File: config.mk
export PLATFORM = sky130hd
export DESIGN_NAME = fnd_scheduler
export DESIGN_NICKNAME = d
export VERILOG_FILES = /design/src/rtl/fnd_scheduler.sv
export SDC_FILE = /design/constraint.sdc
export NUM_CORES = 1
export LEC_CHECK = 0
export CAP_MARGIN = 20
export CORE_ASPECT_RATIO = 0.8
export CORE_UTILIZATION = 50
export DETAILED_ROUTE_END_ITERATION = 8
export PLACE_DENSITY = 0.83
export SETUP_SLACK_MARGIN = 0.2
export SLEW_MARGIN = 20
export SYNTH_ARGS = -nofsm -noshare
export SYNTH_HDL_FRONTEND = slang
export SYNTH_SLANG_ARGS = --single-unit
File: constraint.sdc
create_clock -name iCLK -period 3.1 [get_ports iCLK]
set_clock_uncertainty 0.15 [all_clocks]
set_input_delay 0.62 -clock iCLK [delete_from_list [all_inputs] [get_ports iCLK]]
set_output_delay 0.62 -clock iCLK [all_outputs]
set_load 0.02 [all_outputs]
File: src/rtl/fnd_scheduler.sv
// Round-robin FND display scheduler with one-cycle blank gap between sources.
// Optional source-0 override: FND_SCHED_PRIORITY_EN.
module fnd_scheduler #(
  parameter int DWELL_CYCLES = 100
) (
  input  logic        iCLK,
  input  logic        inReset,
  input  logic [3:0]  iReq,
  input  logic [31:0] iHexBus,
  input  logic [3:0]  iModeBus,
  output logic [7:0]  oHex,
  output logic        oMode,
  output logic        oBlank,
  output logic [3:0]  oGrant,
  output logic [1:0]  oSrc
);

  typedef enum logic [1:0] {
    IDLE   = 2'd0,
    SHOW   = 2'd1,
    SWITCH = 2'd2
  } state_t;

  localparam logic [15:0] DWELL_LAST = 16'(DWELL_CYCLES - 1);

  state_t      state_q, state_d;
  logic [1:0]  src_q, src_d;
  logic [1:0]  last_q, last_d;
  logic [15:0] dwell_q, dwell_d;

  logic [7:0]  hex_q, hex_d;
  logic        mode_q, mode_d;
  logic        blank_q, blank_d;
  logic [3:0]  grant_q, grant_d;
  logic [1:0]  osrc_q, osrc_d;

  logic [1:0]  win_idx;
  logic        win_hit;

  // Search starts just after the last grant and wraps back to it.
  always_comb begin
    logic [1:0] idx;
    idx     = '0;
    win_idx = '0;
    win_hit = 1'b0;
    for (int k = 1; k <= 4; k++) begin
      idx = last_q + 2'(k);
      if (!win_hit && iReq[idx]) begin
        win_hit = 1'b1;
        win_idx = idx;
      end
    end
  end

  always_ff @(posedge iCLK) begin
    if (inReset) begin
      state_q <= IDLE;
      src_q   <= '0;
      last_q  <= 2'd3;
      dwell_q <= '0;
      hex_q   <= '0;
      mode_q  <= 1'b0;
      blank_q <= 1'b1;
      grant_q <= '0;
      osrc_q  <= '0;
    end else begin
      state_q <= state_d;
      src_q   <= src_d;
      last_q  <= last_d;
      dwell_q <= dwell_d;
      hex_q   <= hex_d;
      mode_q  <= mode_d;
      blank_q <= blank_d;
      grant_q <= grant_d;
      osrc_q  <= osrc_d;
    end
  end

  always_comb begin
    state_d = state_q;
    src_d   = src_q;
    last_d  = last_q;
    dwell_d = dwell_q;
    unique case (state_q)
      IDLE, SWITCH: begin
        if (win_hit) begin
          state_d = SHOW;
          src_d   = win_idx;
          last_d  = win_idx;
          dwell_d = '0;
        end else begin
          state_d = IDLE;
        end
      end
      SHOW: begin
        if (!iReq[src_q] || dwell_q == DWELL_LAST) begin
          state_d = (|iReq) ? SWITCH : IDLE;
        end else begin
          dwell_d = dwell_q + 16'd1;
        end
      end
      default: state_d = IDLE;
    endcase
`ifdef FND_SCHED_PRIORITY_EN
    // Override grants leave the round-robin pointer untouched.
    if (iReq[0]) begin
      if (!(state_q == SHOW && src_q == 2'd0)) begin
        state_d = SHOW;
        src_d   = 2'd0;
        last_d  = last_q;
        dwell_d = '0;
      end else begin
        state_d = SHOW;
        dwell_d = dwell_q;
      end
    end
`endif
  end

  always_comb begin
    hex_d   = '0;
    mode_d  = 1'b0;
    blank_d = 1'b1;
    grant_d = '0;
    osrc_d  = '0;
    if (state_d == SHOW) begin
      hex_d   = iHexBus[{src_d, 3'b000} +: 8];
      mode_d  = iModeBus[src_d];
      blank_d = 1'b0;
      grant_d = 4'b0001 << src_d;
      osrc_d  = src_d;
    end
  end

  assign oHex   = hex_q;
  assign oMode  = mode_q;
  assign oBlank = blank_q;
  assign oGrant = grant_q;
  assign oSrc   = osrc_q;

endmodule

==> flow_metrics.env <==
export IMPL_ys_ff_latch=38
export IMPL_drtPass1Iterations=4
export IMPL_synthCells=220
export IMPL_clockBufferDepth=2
export IMPL_synth_area_um2=2070
export IMPL_dp_slack_ns=0.168
export IMPL_grt_pass1_vias=1789
export IMPL_dr_first_iter_drc_count=122
export IMPL_layout_drive_gt1_share_pct=13.7
export IMPL_hp_class="register to register"
export IMPL_cp_cell_sequence="clkdlybuf4s50_1 > mux4_1 > a21oi_4 > buf_12 > or4_1 > a21oi_1"
export IMPL_syn_nets=263
export IMPL_startpoint="iReq[1]"
export IMPL_crit_end="dwell_q[10]"
export IMPL_tightest_slew_ns=0.456
export IMPL_reg2reg_depth=7
export IMPL_synth_seq_area_share_pct=36.8
export IMPL_drv_slew=0
export IMPL_grt_pass1_wl_um=8230
export IMPL_avgSynthCellArea_um2=9.41
export IMPL_slew_headroom_pct=69.3
export IMPL_crit_arrival_ns=2.74
export IMPL_worstPathRequired_ns=3.17
export IMPL_power_density_nw_per_um2=460
export IMPL_start_util_pct=53.4
export IMPL_grt_overflow_total=0
export IMPL_wl_um=5170
export IMPL_cts_buffers_inserted=5
export IMPL_die_y_um=59.5
export IMPL_dieArea_um2=4400
export IMPL_cap_violations=0
export IMPL_place_congestion=0.852
export IMPL_htreeDepth=2
export IMPL_cts_resized=0
export IMPL_synth_edf_count=0
export IMPL_grt_util_all_layers_pct=24.9
export IMPL_fin_tns_setup_ns=0
export IMPL_grt_max_degree=25
export IMPL_yosysUniqueCellTypes=50
export IMPL_critical_path_max_fanout=24
export IMPL_ys_async_sr_fraction_pct=0
export IMPL_crit_slowest_cell="clkdlybuf4s50_1"
export IMPL_slowest_delay_ns=0.63
export IMPL_hpwl_um=3760
export IMPL_port_buffers=57
export IMPL_antenna_found_initial=0
export IMPL_critical_path_class="primary input to register"
export IMPL_wl_per_cell_um=15.5
export IMPL_rsz0062_at_grt="no"
export IMPL_status="complete, no violations"
export IMPL_setup_ws_ns=0.429
export IMPL_yosys_warnings=0
export IMPL_setup_viol=0
export IMPL_min_period_ns=2.67
export IMPL_yosys_most_used_dff="dfxtp_1"
export IMPL_insertion_delay_ns=0.30
export IMPL_fp_dieW_um=73.9
export IMPL_period_share_pct=86.2
export IMPL_hold_violations=0
export IMPL_cp_end_kind="register"
export IMPL_drtAntennaViolNets=0
export IMPL_vias_per_cell=5.88
export IMPL_num_rows=20
export IMPL_nFillCells=289
export IMPL_diodes=0
export IMPL_ctsRootBufferMaster="clkbuf_8"
export IMPL_worstReg2RegEnd="dwell_q[10]"
export IMPL_cts_tree="built"
export IMPL_r2r_setup_slack_ns=0.71
export IMPL_vias=1959
export IMPL_fmax_ghz=0.374
export IMPL_clkSinkCount=38
export IMPL_vdd_ir_drop_worst_mv=0.334
export IMPL_fin_nets=320
export IMPL_core_area_um2=3880
export IMPL_post_cts_setup_buffers=0
export IMPL_r2r_start="dwell_q[0]"
export IMPL_power_leakage_nw=0.990
export IMPL_path_clk_slew_ns=0.08
export IMPL_drc=0
export IMPL_syn_to_final_growth_pct=35.6
export IMPL_ctsHoldBuffers=0
export IMPL_ios=58
export IMPL_start_kind="primary input"
## cell usage in the layout (no fill, tap or decap), types with 2 or more instances in the layout
cell type / instances
clkdlybuf4s50_1: 57
dfxtp_1: 38
nand4_1: 14
o21ai_0: 13
a21oi_1: 12
nand2_1: 10
nor2_1: 10
mux2i_1: 9
nor3b_1: 9
nand4b_1: 9
o211ai_2: 9
inv_1: 8
nand3_1: 8
or3_1: 8
clkbuf_8: 6
buf_4: 5
and3_1: 4
xor2_1: 3
and2_1: 3
or4_1: 3
nor4_2: 2
nor3_1: 2
nand2b_1: 2
o31a_1: 2
o31ai_1: 2
a211o_1: 2
a31oi_1: 2
buf_12: 2
## cells in the mapped netlist (3+ instances only)
library cell / instances / share of area (%)
nor2_1: 10 / 1.8
inv_1: 8 / 1.5
nand4_1: 14 / 4.2
and3_1: 4 / 1.2
o21ai_0: 13 / 3.1
nand4b_1: 9 / 3.8
or3_1: 8 / 2.4
or4_1: 3 / 1.1
and2_1: 3 / 0.91
nand3_1: 8 / 1.9
buf_2: 4 / 0.97
nand2_1: 10 / 1.8
a21oi_1: 12 / 2.9
dfxtp_1: 38 / 37
mux2i_1: 9 / 4.4
xor2_1: 3 / 1.3
nor3b_1: 9 / 3.3
o211ai_2: 9 / 5.4
clkbuf_1: 7 / 1.3
## cell families (layout without fill, tap and decap cells)
group                    count (synthesis)  after routing  synth area share, %
AND/OR/NAND/NOR                         92             92                 28.7
AO/OA/AOI/OAI                           53             53                 21.4
flip-flops                              38             38                 36.8
XOR/XNOR                                 3              3                 1.27
adder cells (fa/ha/maj)                  1              1                0.604
multiplexers                            11             11                 6.17
buffers and inverters                   22             80                 5.14
## through the flow
stage	instance area (um2)	power, W	cells	hold slack, ns	utilization (%)
3_5_place_dp	2710	0.000932	325	0.335	69.9
3_3_place_gp	2710	0.000928	325	0.314	69.9
2_1_floorplan	2070	0.000773	220	0.302	-
5_1_grt	2810	0.00134	333	0.377	72.3
4_1_cts	2810	0.00129	333	0.350	72.3
6_report	2810	0.00129	333	0.348	72.3
## cell type report
class	instances	area, um2	share of cell area, %
clock inverter	2	12.5	0.446
multi-input combinational	160	1200	42.9
timing repair buffer	64	648	23.1
sequential	38	761	27.1
clock buffer	6	82.6	2.94
tap	55	68.8	2.45
inverter	8	30.0	1.07
## power by group
group / total [W] / switching (W) / internal [W]
combinational: 0.000382 / 0.000192 / 0.000190
clock: 0.000364 / 0.000185 / 0.000179
sequential: 0.000544 / 0.0000189 / 0.000525
total: 0.00129 / 0.000396 / 0.000893
## critical path: cells and delay by family
| family | cells | cell delay, ns |
|---|---|---|
| AND/OR/NAND/NOR | 1 | 0.49 |
| multiplexers | 1 | 0.48 |
| AO/OA/AOI/OAI | 2 | 0.34 |
| buffers and inverters | 2 | 0.81 |
## metal layers
metal / vias up / part of all wire (%) / track usage [%]
met5: - / 0 / 0
met4: 0 / 2.0 / 10.2
met3: 11 / 5.2 / 4.93
met2: 61 / 45 / 37.3
met1: 932 / 48 / 35.0
li1: 955 / - / -
## worst min path at each step
| stage | from | endpoint | slack [ns] | cells past startpoint |
|---|---|---|---|---|
| after floorplan | dwell_q[15] | dwell_q[15] | 0.30 | 2 |
| after detailed placement | dwell_q[15] | dwell_q[15] | 0.33 | 2 |
| after global placement | dwell_q[15] | dwell_q[15] | 0.31 | 2 |
| final | dwell_q[15] | dwell_q[15] | 0.35 | 2 |
| after CTS | dwell_q[15] | dwell_q[15] | 0.35 | 2 |
| after global routing | dwell_q[14] | dwell_q[14] | 0.38 | 2 |
## flip-flops by register name, indices dropped and copies added, names as in the netlist
register and count:
oHex 8, state_q 2, oGrant 4, src_q 2, oBlank 1, oMode 1
last_q 2, oSrc 2, dwell_q 16
Power figures use the tool's default switching activity.
